<file path="config.mk">
export PLATFORM = sky130hd
export DESIGN_NAME = xfer_request_ctrl
export DESIGN_NICKNAME = d
export VERILOG_FILES = /design/src/rtl/xfer_request_ctrl.sv
export SDC_FILE = /design/constraint.sdc
export NUM_CORES = 1
export LEC_CHECK = 0
export ABC_AREA = 0
export CAP_MARGIN = 5
export CORE_UTILIZATION = 40
export DETAILED_ROUTE_END_ITERATION = 16
export PLACE_DENSITY = 0.7
export SYNTH_ARGS = -nofsm -noshare
export SYNTH_HDL_FRONTEND = slang
export SYNTH_SLANG_ARGS = --single-unit
</file>
<file path="constraint.sdc">
create_clock -name clk -period 4.4 [get_ports clk]
set_clock_uncertainty 0.15 [all_clocks]
set_input_delay 1.32 -clock clk [delete_from_list [all_inputs] [get_ports clk]]
set_output_delay 1.32 -clock clk [all_outputs]
set_load 0.1 [all_outputs]
</file>
<file path="src/rtl/xfer_request_ctrl.sv">
// Operator transfer-key conditioner: synchronizes and debounces the active-low key,
// fires a one-cycle xfer request when ready, then supervises the rdy_xfer acknowledge.
module xfer_request_ctrl #(
  parameter int unsigned DEBOUNCE_CYCLES = 4,
  parameter int unsigned TIMEOUT_CYCLES  = 64
) (
  input  logic       clk,
  input  logic       reset,
  input  logic       key_n,
  input  logic       rdy_xfer,
  output logic       xfer,
  output logic       busy,
  output logic       denied,
  output logic       timeout_err,
  output logic [7:0] xfer_count
);

  localparam int unsigned DB_W = $clog2(DEBOUNCE_CYCLES + 1);
  localparam int unsigned TO_W = $clog2(TIMEOUT_CYCLES);

  localparam logic [DB_W-1:0] DB_ZERO = DB_W'(1'b0);
  localparam logic [DB_W-1:0] DB_ONE  = DB_W'(1'b1);
  localparam logic [DB_W-1:0] DB_LAST = DB_W'(DEBOUNCE_CYCLES - 1);
  localparam logic [TO_W-1:0] TO_ZERO = TO_W'(1'b0);
  localparam logic [TO_W-1:0] TO_ONE  = TO_W'(1'b1);
  // Last WAIT_DROP cycle: the counter would reach TIMEOUT_CYCLES-1 at this edge.
  localparam logic [TO_W-1:0] TO_LAST = TO_W'(TIMEOUT_CYCLES - 2);

  typedef enum logic [1:0] {
    ST_IDLE = 2'd0,
    ST_FIRE = 2'd1,
    ST_WAIT = 2'd2
  } state_t;

  logic            sync1_r;
  logic            sync2_r;
  logic            db_r;
  logic            db_prev_r;
  logic [DB_W-1:0] db_cnt_r;
  state_t          state_r;
  logic [TO_W-1:0] to_cnt_r;
  logic            xfer_r;
  logic            busy_r;
  logic            denied_r;
  logic            timeout_err_r;
  logic [7:0]      xfer_count_r;
  logic            press_s;

  // Press is the released-to-pressed edge of the debounced level only.
  assign press_s = (db_r == 1'b0) && (db_prev_r == 1'b1);

  // Two-flop synchronizer; reset value is the released level.
  always_ff @(posedge clk or negedge reset) begin
    if (!reset) begin
      sync1_r <= 1'b1;
      sync2_r <= 1'b1;
    end else begin
      sync1_r <= key_n;
      sync2_r <= sync1_r;
    end
  end

  // Debounce: accept a new level after DEBOUNCE_CYCLES consecutive differing samples.
  always_ff @(posedge clk or negedge reset) begin
    if (!reset) begin
      db_r      <= 1'b1;
      db_prev_r <= 1'b1;
      db_cnt_r  <= DB_ZERO;
    end else begin
      db_prev_r <= db_r;
      if (sync2_r != db_r) begin
        if (db_cnt_r == DB_LAST) begin
          db_r     <= sync2_r;
          db_cnt_r <= DB_ZERO;
        end else begin
          db_cnt_r <= db_cnt_r + DB_ONE;
        end
      end else begin
        db_cnt_r <= DB_ZERO;
      end
    end
  end

  // Transfer FSM with registered Moore outputs, completion counter and sticky timeout.
  always_ff @(posedge clk or negedge reset) begin
    if (!reset) begin
      state_r       <= ST_IDLE;
      to_cnt_r      <= TO_ZERO;
      xfer_r        <= 1'b0;
      busy_r        <= 1'b0;
      denied_r      <= 1'b0;
      timeout_err_r <= 1'b0;
      xfer_count_r  <= 8'd0;
    end else begin
      case (state_r)
        ST_IDLE: begin
          if (press_s && rdy_xfer) begin
            state_r  <= ST_FIRE;
            xfer_r   <= 1'b1;
            busy_r   <= 1'b1;
            denied_r <= 1'b0;
          end else begin
            state_r  <= ST_IDLE;
            xfer_r   <= 1'b0;
            busy_r   <= 1'b0;
            denied_r <= press_s;
          end
        end
        ST_FIRE: begin
          state_r  <= ST_WAIT;
          to_cnt_r <= TO_ZERO;
          xfer_r   <= 1'b0;
          busy_r   <= 1'b1;
          denied_r <= 1'b0;
        end
        ST_WAIT: begin
          xfer_r   <= 1'b0;
          denied_r <= 1'b0;
          // A drop on the final cycle still wins over the timeout.
          if (!rdy_xfer) begin
            state_r      <= ST_IDLE;
            busy_r       <= 1'b0;
            xfer_count_r <= xfer_count_r + 8'd1;
          end else if (to_cnt_r == TO_LAST) begin
            state_r       <= ST_IDLE;
            busy_r        <= 1'b0;
            timeout_err_r <= 1'b1;
          end else begin
            state_r  <= ST_WAIT;
            busy_r   <= 1'b1;
            to_cnt_r <= to_cnt_r + TO_ONE;
          end
        end
        default: begin
          state_r  <= ST_IDLE;
          to_cnt_r <= TO_ZERO;
          xfer_r   <= 1'b0;
          busy_r   <= 1'b0;
          denied_r <= 1'b0;
        end
      endcase
    end
  end

  assign xfer        = xfer_r;
  assign busy        = busy_r;
  assign denied      = denied_r;
  assign timeout_err = timeout_err_r;
  assign xfer_count  = xfer_count_r;

endmodule

</file>
* Yosys cells after proc, flatten, opt, wreduce, memory -nomap -nowiden *
Index checks and enable logic that the tools add are counted.

cells by class
  $add $sub $neg = 3
  $mul = 0
  divide/modulo/power cells = 0
  $lt $le $gt $ge = 0
  equality and inequality tests = 7
  shift operators = 0
  multiplexer cells = 16
  bitwise logic cells = 3
  reduce and logical (&&, ||, !) cells = 7

operator list
  cell                                           count
  2-to-1 mux 6 bit                               2
  case mux 6 bit (2 select lines)                1
  adder 8 x 1 -> 8 bit, second input constant    1
  2-to-1 mux 1 bit                               7
  adder 6 x 1 -> 6 bit, second input constant    1
  == test 6 bit, second input constant           1
  2-to-1 mux 3 bit                               2
  case mux 2 bit (3 select lines)                1
  AND reduction 3 bit                            2
  2-to-1 mux 2 bit                               2
  inequality test 2 bit, second input constant   2
  AND reduction 2 bit                            2
  adder 3 x 1 -> 3 bit, second input constant    1
  == test 3 x 2 -> 1 bit, second input constant  1
  NOT 1 bit                                      3
  case mux 1 bit (3 select lines)                1
  == test 2 x 1 -> 1 bit, second input constant  1
  == test 2 bit, second input constant           1
  logical AND 1 bit                              2
  logical NOT 2 bit                              1
  inequality test 1 bit                          1

storage, ports and cells
  register bits after elaboration = 27
  latch bits = 0
  memory bits (writable) = 0
  memory bits (read-only) = 0
  input bits = 4
  output and inout bits = 12
  logic and storage cells = 48
  memories = 0

* Depth between registers and ports, before layout *
  word-level depth = 5
  gate-level depth with buffers = 5
  depth with buffers taken out = 5

* Worst setup path before layout *
Ideal clock, no wire load.

  path kind = register to output
  from = reg xfer_count_r[3] (netlist: xfer_count[3])
  to = out xfer_count[3]
  arrival = 0.949 ns
  data required time = 2.930 ns
  path slack = 1.981 ns
  stages on the path, launching flop included = 1
  path buffers = 0
  cells stage by stage = dfrtp_1

RTL lines
  element                 RTL line  source
  from (decl)             46        logic [7:0] xfer_count_r;
  from (signal assigned)  123       xfer_count_r <= xfer_count_r + 8'd1;
  to (decl)               15        output logic [7:0] xfer_count

No word-level cell between the ends.

* Worst setup path in the final report *
  from = reg xfer_count_r[3] (netlist: xfer_count[3])
  to = out xfer_count[3]

No word-level cell between the ends.

==> flow_metrics.tcl <==
set metrics [dict create \
    status "finished with violations" \
    violations "DRC" \
    coreArea_mm2 0.00281 \
    row_count 19 \
    synthCells 99 \
    end_kind "output port" \
    synth_compound_area_frac 0.0773 \
    drtIter0Drc 14 \
    dpl.hpwl_um 1430 \
    syn_area_per_cell_um2 12.1 \
    clk_pin_slew_ns 0.15 \
    yosysTopAreaCell "dfrtp_1" \
    synth.area.mux_share 0.0313 \
    port_buffers 15 \
    min_period_ns 3.41 \
    die_h_um 56.7 \
    drc 6 \
    antenna_found_initial 0 \
    hp-class "register to register" \
    reg2reg_slack_ns 2.69 \
    vias 798 \
    numCtsBuffers 3 \
    gp_congestion 0.792 \
    worstPathMaxFanout 5 \
    leakage_nw 0.612 \
    setup_viol 0 \
    synth_top_family_by_area "simple AND/OR/NAND/NOR gates" \
    cts_tree "built" \
    worst_pin_slew_ns 1.10 \
    clk_latency_ns 0.33 \
    wire_per_inst_um 13.3 \
    synthSimpleGateAreaFrac 0.195 \
    critPathBufInv 1 \
    synth_area_leaders "dfrtp_1, dfstp_2, xnor2_1, ha_1, nand4_1" \
    grt_overflow 0 \
    cts_hold_buf 0 \
    async_flop_share 1.00 \
    synth_edf_count 0 \
    worstSetupPathType "register to output port" \
    fp.dieW_um 56.7 \
    grt_max_degree 27 \
    cp_cell_sequence "clkdlybuf4s50_1" \
    grt_usage 0.144 \
    fin_tns_setup_ns 0 \
    post-route-period-util 0.774 \
    finalNetCount 125 \
    ant_nets 0 \
    htree_levels 1 \
    cts_root_buf "clkbuf_4" \
    yosysSeqAreaShare 0.568 \
    max_cap_violations 0 \
    antenna_cells 0 \
    synth_xor_area_frac 0.0585 \
    die_area_mm2 0.00322 \
    rsz0062_at_grt "false" \
    via_per_inst 5.43 \
    max_freq_mhz 294 \
    cp-start-kind "register" \
    area_delta_synth_final_pct 17.5 \
    critPathMaxStageDelay_ns 1.16 \
    drt-total-wl_um 1960 \
    drt_first_pass_iters 10 \
    vdd_drop_max_uv 290 \
    post-cts-setup-buffers 0 \
    cts.path.max_buffers 2 \
    syn-num-nets 107 \
    total_power_mw 0.913 \
    synth_top_area_share 0.481 \
    cp_top_family "buffers and inverters" \
    synth_area_mm2 0.00120 \
    synth.ff_latch_count 27 \
    ctsResizeCount 0 \
    yosysMostFrequentCell "dfrtp_1" \
    synth_commonest_cells "dfrtp_1, xnor2_1, nand4_1" \
    start_util 0.427 \
    cts.sinks 27 \
    synth_ff_type "dfrtp_1" \
    io_pins 16 \
    synth_warnings 0 \
    first_global_vias 774 \
    cp.required_ns 2.93 \
    grt_first_pass_wirelength_um 3420 \
    relSlewSlack 0.264 \
    cp_slowest_cell "clkdlybuf4s50_1" \
    layout-drive-gt1-share 0.129 \
    final_hold_viol_count 0 \
    synth-adder-area-share 0.0418 \
    slew_violations 0 \
    arrival_ns 1.94 \
    pwr_density_cell_mw_per_mm2 649 \
    synth.distinct_cells 33 \
]
-- metal layers --
metal / share of wire / wire length, um / vias to the layer above / GRT usage
met5: 0 / 0 / - / 0
met4: 0.016 / 32 / 0 / 0.0536
met3: 0.046 / 91 / 4 / 0.0484
met2: 0.46 / 896 / 17 / 0.228
met1: 0.48 / 936 / 387 / 0.183
li1: - / - / 390 / -
-- cell type report --
type | instances | area (um^2)
fillers | 266 | 1400
flip-flops and latches | 27 | 681
clock buffers | 3 | 22.5
clock inverters | 1 | 7.51
well taps | 31 | 38.8
repair buffers | 16 | 158
multi-input cells | 65 | 484
inverters | 4 | 15.0
-- registers in the layout, indices dropped and copies added, names as in the netlist --
| register | count |
|---|---|
| timeout_err | 1 |
| state_r | 2 |
| db_cnt_r | 3 |
| sync1_r | 1 |
| busy | 1 |
| db_prev_r | 1 |
| xfer | 1 |
| to_cnt_r | 6 |
| db_r | 1 |
| denied | 1 |
| xfer_count | 8 |
| sync2_r | 1 |
-- report_power, final --
part           switching [mW]  internal, mW
sequential             0.0780         0.322
clock                  0.0759        0.0349
combinational           0.276         0.127
total                   0.429         0.484
-- metrics by stage --
step            util  worst slack [ns]  area (um^2)  hold WS, ns  std cells
6_report       0.501             0.993         1410        0.216        147
5_1_grt        0.501             0.919         1410        0.228        147
3_3_place_gp   0.491              1.40         1380        0.196        143
2_1_floorplan      -              1.98         1200        0.195         99
3_5_place_dp   0.491              1.38         1380        0.197        143
4_1_cts        0.501             0.975         1410        0.217        147
-- layout by cell type (no fill, tap or decap), drive strengths merged --
cell type	count
a21oi	2
nor3b	4
xnor2	7
inv	4
nand2b	3
nor4b	1
xor2	1
o21bai	2
mux2	3
nand2	4
a21o	2
nor3	2
ha	4
o31a	1
nor2b	1
nand3	2
clkinvlp	1
dfrtp	23
clkbuf	3
nor2	4
and2	2
clkdlybuf4s50	15
dfstp	4
buf	1
o31ai	2
a211oi	3
nand4	5
nor4	4
and4bb	1
a31oi	1
and3	4
-- cells by family after synthesis --
group | count (synthesis)
DFF | 27
muxes | 3
and+or+nand+nor | 37
AOI/OAI and AO/OA | 13
buffers and inverters | 7
adders and majority gates | 4
xor gates and xnor gates | 8
-- final timing paths --
path                                 end  depth (start not counted)     startpoint
max                        xfer_count[3]                          1  xfer_count[3]
min                              sync2_r                          0        sync1_r
max reg2reg                  to_cnt_r[0]                          5    to_cnt_r[0]
min reg2reg                      sync2_r                          0        sync1_r
max in group asynchronous        sync1_r                          2          reset
min in group asynchronous    db_cnt_r[0]                          1          reset
Note: power is estimated with default switching activity, not from simulation.
